## src/rtl/norm_acc.sv

```systemverilog
// Streaming sum-of-squares accumulator with floor integer square root output.
// Optional NORM_ACC_SAT_EN: saturate the accumulator and raise a sticky overflow flag.
module norm_acc #(
  parameter  int IN_W  = 8,
  parameter  int ACC_W = 20,
  parameter  int CNT_W = 8,
  localparam int OUT_W = (ACC_W + 1) / 2
) (
  input  logic             clk,
  input  logic             reset,
  input  logic             valid_in,
  input  logic             clear_in,
  input  logic [IN_W-1:0]  a,
  output logic [OUT_W-1:0] g,
  output logic             valid_out,
  output logic [CNT_W-1:0] count,
  output logic             overflow
);

  localparam int RW = OUT_W + 2;

  logic             s1_v_q, s1_clr_q;
  logic [IN_W-1:0]  s1_a_q;
  logic             s2_v_q;
  logic [ACC_W-1:0] acc_q, acc_d;
  logic [CNT_W-1:0] cnt_q, cnt_d;
  logic             ovf_q, ovf_d;
  logic [OUT_W-1:0] g_q, root_d;
  logic [CNT_W-1:0] cnt_out_q;
  logic             ovf_out_q, vout_q;

  logic [2*IN_W-1:0] sq;
  logic [ACC_W-1:0]  sq_ext, base;

  assign sq     = {{IN_W{1'b0}}, s1_a_q} * {{IN_W{1'b0}}, s1_a_q};
  assign sq_ext = ACC_W'(sq);
  // A clear sample restarts from zero rather than from the running sum.
  assign base   = s1_clr_q ? '0 : acc_q;

`ifdef NORM_ACC_SAT_EN
  logic [ACC_W:0] sum;
  always_comb begin
    sum   = {1'b0, base} + {1'b0, sq_ext};
    acc_d = sum[ACC_W] ? '1 : sum[ACC_W-1:0];
    ovf_d = (s1_clr_q ? 1'b0 : ovf_q) | sum[ACC_W];
  end
`else
  always_comb begin
    acc_d = base + sq_ext;
    ovf_d = 1'b0;
  end
`endif

  always_comb begin
    cnt_d = cnt_q;
    if (s1_clr_q)
      cnt_d = CNT_W'(1);
    else if (cnt_q != '1)
      cnt_d = cnt_q + CNT_W'(1);
  end

  // Digit-by-digit integer square root, two radicand bits per result bit.
  logic [2*OUT_W-1:0] rad;
  logic [RW-1:0]      rem, trial;
  always_comb begin
    rad            = '0;
    rad[ACC_W-1:0] = acc_q;
    rem            = '0;
    trial          = '0;
    root_d         = '0;
    for (int i = OUT_W - 1; i >= 0; i--) begin
      rem   = {rem[RW-3:0], rad[2*i +: 2]};
      trial = {root_d, 2'b01};
      if (rem >= trial) begin
        rem    = rem - trial;
        root_d = {root_d[OUT_W-2:0], 1'b1};
      end else begin
        root_d = {root_d[OUT_W-2:0], 1'b0};
      end
    end
  end

  always_ff @(posedge clk or negedge reset) begin
    if (!reset) begin
      s1_v_q    <= 1'b0;
      s1_clr_q  <= 1'b0;
      s1_a_q    <= '0;
      s2_v_q    <= 1'b0;
      acc_q     <= '0;
      cnt_q     <= '0;
      ovf_q     <= 1'b0;
      g_q       <= '0;
      cnt_out_q <= '0;
      ovf_out_q <= 1'b0;
      vout_q    <= 1'b0;
    end else begin
      s1_v_q <= valid_in;
      if (valid_in) begin
        s1_a_q   <= a;
        s1_clr_q <= clear_in;
      end
      s2_v_q <= s1_v_q;
      if (s1_v_q) begin
        acc_q <= acc_d;
        cnt_q <= cnt_d;
        ovf_q <= ovf_d;
      end
      vout_q <= s2_v_q;
      if (s2_v_q) begin
        g_q       <= root_d;
        cnt_out_q <= cnt_q;
        ovf_out_q <= ovf_q;
      end
    end
  end

  assign g         = g_q;
  assign count     = cnt_out_q;
  assign overflow  = ovf_out_q;
  assign valid_out = vout_q;

endmodule
```

## config.mk

```make
export PLATFORM = sky130hd
export DESIGN_NAME = norm_acc
export DESIGN_NICKNAME = d
export VERILOG_FILES = /design/src/rtl/norm_acc.sv
export SDC_FILE = /design/constraint.sdc
export NUM_CORES = 1
export LEC_CHECK = 0
export ABC_AREA = 1
export CAP_MARGIN = 5
export CORE_ASPECT_RATIO = 2
export CORE_MARGIN = 10
export CORE_UTILIZATION = 65
export DETAILED_ROUTE_END_ITERATION = 6
export PLACE_DENSITY = 0.84
export RECOVER_POWER = 50
export REMOVE_ABC_BUFFERS = 1
export SLEW_MARGIN = 20
export SYNTH_ARGS = -nofsm -noshare
export SYNTH_HDL_FRONTEND = slang
export SYNTH_SLANG_ARGS = --single-unit
```

## constraint.sdc

```tcl
create_clock -name clk -period 23.7 [get_ports clk]
set_input_delay 4.74 -clock clk [delete_from_list [all_inputs] [get_ports clk]]
set_output_delay 4.74 -clock clk [all_outputs]
set_load 0.02 [all_outputs]
```

==> key figures <==
Outcome
  – Run status: finished with violations
  – Failing checks: max-capacitance violations, max-slew violations

Cells and area
  – Antenna cells: 0
  – Area added between synthesis and finish: 8.358%
  – Final net count: 1352
  – Most frequent standard cell in the layout excluding fill and tap cells: sky130_fd_sc_hd__nand2_1
  – Fraction of final layout cells sized beyond drive strength 1: 0.06954
  – Commonest cells after routing, fill and taps aside: sky130_fd_sc_hd__nand2_1 (319), sky130_fd_sc_hd__inv_1 (184), sky130_fd_sc_hd__ha_1 (98), sky130_fd_sc_hd__o21ai_0 (89), sky130_fd_sc_hd__nand3_1 (85)

Drt
  – Vias per inst: 5.756
  – First-pass detailed-route iteration total: 7
  – Wirelength per Cell: 16.49 um
  – Detailed-route DRC error count: 0
  – Iter 0 DRT Violations: 385
  – Sum of routed wire length over all layers: 22350 um
  – Total vias in the final route: 7800
  – Antenna-violating nets left: 0

Worst setup path
  – CP max stage cell: sky130_fd_sc_hd__a211oi_1
  – Startpoint type of the worst setup path: flop
  – Depth of the worst register-to-register path: 70
  – Req. time, crit path: 23.91 ns
  – Largest fanout of any net on the critical path: 17
  – Register-to-register setup slack: 8.97 ns
  – Critical path class: flop to flop
  – Maximum single-stage delay on the critical path: 0.63 ns
  – Sort of element at the end of the critical path: flop
  – Startpoint of the most critical register-to-register path: acc_q[16]
  – Data arrival, critical path: 14.94 ns
  – Endpoint of the lowest-slack register-to-register path: g[0]
  – Worst path most repeated cell: sky130_fd_sc_hd__nand2_1

Clocking
  – Clock transition time at the flip-flop clock pins of the worst setup and hold paths: 0.06 ns
  – Later-pin clock latency in the skew report: 0.33 ns
  – CTS tree: done
  – H-tree levels: 3
  – Buffer depth of the longest clock path: 2
  – Total setup buffers inserted after CTS: 0
  – Inserted Clock Buffers: 9
  – Post-CTS Hold Buffers: 0
  – Clock tree root buffer cell: sky130_fd_sc_hd__clkbuf_16
  – Resize count post-CTS: 0
  – CTS sink cnt: 58

Die
  – Die height: 178.4 um
  – Starting utilization of the core area: 0.6690
  – Horizontal extent of the die: 99.22 um
  – Die Outline Area: 0.01771 mm2
  – Number of rows in the core area: 57
  – Top-level I/O count: 32
  – CORE AREA: 0.01220 mm2

Timing
  – Max Slew Vio Count: 59
  – Max Freq: 0.06787 GHz
  – Final hold violation count: 0
  – Share of the clock period used by the worst path: 0.6217
  – Post-route minimum period: 14.73 ns
  – Actual slew at the worst max-slew pin: 3.306 ns
  – Fin Clk Skew: 0.009134 ns
  – RSZ-0062 raised after global routing: false
  – Accumulated negative setup slack: 0 ns
  – Final number of setup-violating endpoints: 0
  – Relative slew slack: -1.204

Yosys
  – Primary flip-flop cell chosen by synthesis mapping: sky130_fd_sc_hd__dfrtp_1
  – Count of unique library cells instantiated by Yosys: 48
  – Async S/R FF share, synth: 1.000
  – Seq cells post-synth: 58
  – Netlist area before placement: 0.008159 mm2
  – Share of the yosys chip area belonging to registers: 0.1779
  – Yosys Warn Count: 0
  – Mean post-synth cell area: 6.868 um2
  – Post-Syn Instances: 1188
  – Number of enable-type register cells in the synthesized netlist: 0

Placed design
  – Input/output buffers: 30
  – Estimated wirelength of the detail-placed design: 18040 um
  – GP Congestion: 0.9792

Hold path
  – Hold endpoint: count[7]
  – Worst Hold Path Cells: 2
  – Beginning of the worst hold path: count[7]
  – Min-delay worst type: flop to flop

Global routing
  – Vias in the first global route: 8059
  – Total GRT Usage: 0.2560
  – Largest net degree at the start of global routing: 59
  – Number of antenna violations at the first check in global routing: 0
  – Total global routing overflow: 0
  – Wire length of the first global-routing pass: 37000 um

Flow run
  – Max-cap violation count: 1
[worst max-delay path by stage]
stage	slack [ns]	start	end	cells after the start
2_1_floorplan	11.93	acc_q[16]	g[0]	70
3_3_place_gp	9.92	acc_q[16]	g[0]	70
3_5_place_dp	9.44	acc_q[16]	g[0]	70
4_1_cts	9.41	acc_q[16]	g[0]	70
5_1_grt	7.49	acc_q[16]	g[0]	72
6_report	8.97	acc_q[16]	g[0]	70
[kinds of logic after synthesis]
kind of cell | Yosys count | share of synthesized area
compound gates | 163 | 0.1087
buf+inv | 219 | 0.1044
fa+ha+maj | 137 | 0.2460
other cells | 1 | 0.0004596
mux | 5 | 0.006900
xor+xnor | 42 | 0.04508
flops | 58 | 0.1779
simple gates | 563 | 0.3105
[cells in the mapped netlist (6+ instances only)]
cell type                  number  area [um2]
sky130_fd_sc_hd__nand2_1      319        1197
sky130_fd_sc_hd__o21ai_0       88       440.4
sky130_fd_sc_hd__inv_2          6       22.52
sky130_fd_sc_hd__inv_1        183       686.9
sky130_fd_sc_hd__dfrtp_1       58        1451
sky130_fd_sc_hd__nand4_1       11       68.82
sky130_fd_sc_hd__nor3_1        12       60.06
sky130_fd_sc_hd__nor2_1        75       281.5
sky130_fd_sc_hd__a21oi_1       42       210.2
sky130_fd_sc_hd__fa_1          39       780.8
sky130_fd_sc_hd__nand3_2        8       80.08
sky130_fd_sc_hd__xnor2_1       19       166.4
sky130_fd_sc_hd__xor2_1        23       201.4
sky130_fd_sc_hd__o21ai_1        7       35.03
sky130_fd_sc_hd__clkbuf_1      21       78.83
sky130_fd_sc_hd__nand3_1       85       425.4
sky130_fd_sc_hd__ha_1          98        1226
sky130_fd_sc_hd__nand2_2       21       131.4
[final cells by class]
type | count | area (um2)
clock buffer | 9 | 225.2
clock inverter | 7 | 101.3
fill | 1018 | 3354
inverter | 191 | 716.9
multi-input combinational | 911 | 5856
sequential | 58 | 1451
tap | 147 | 183.9
timing repair buffer | 32 | 306.5
[per-stage QoR]
step,setup WS (ns),hold slack (ns),instance area (um2),util,std cells
after floorplan,11.93,0.4081,8024,-,1160
final,8.966,0.4683,8841,0.7249,1355
after global placement,9.921,0.4537,8518,0.6985,1339
after global routing,7.495,0.5007,8841,0.7249,1355
after CTS,9.406,0.4714,8845,0.7252,1355
after detailed placement,9.442,0.4572,8518,0.6985,1339
[registers in the layout, summed over array words and instances, names as in the netlist]
register   cells
acc_q         20
g             10
cnt_q          8
count          8
s1_a_q         8
s1_clr_q       1
s1_v_q         1
s2_v_q         1
valid_out      1
[per-layer routing]
layer / GRT usage / routed length [um] / up-vias
met3: 0.03565 / 877 / 109
li1: - / - / 3822
met4: 0.1801 / 1569 / 0
met1: 0.2292 / 7457 / 3619
met5: 0 / 0 / -
met2: 0.5003 / 12440 / 250
[worst max-delay path: cells and delay by family, from the launching register on]
| kind | cells | cell delay, ns |
|---|---|---|
| compound gates | 23 | 5.11 |
| fa+ha+maj | 9 | 3.19 |
| buf+inv | 9 | 1.74 |
| flops | 1 | 0.48 |
| simple gates | 29 | 4.04 |
Power is not shown: default switching activity piles up to over one toggle a cycle in this logic, so the estimate is an artifact.
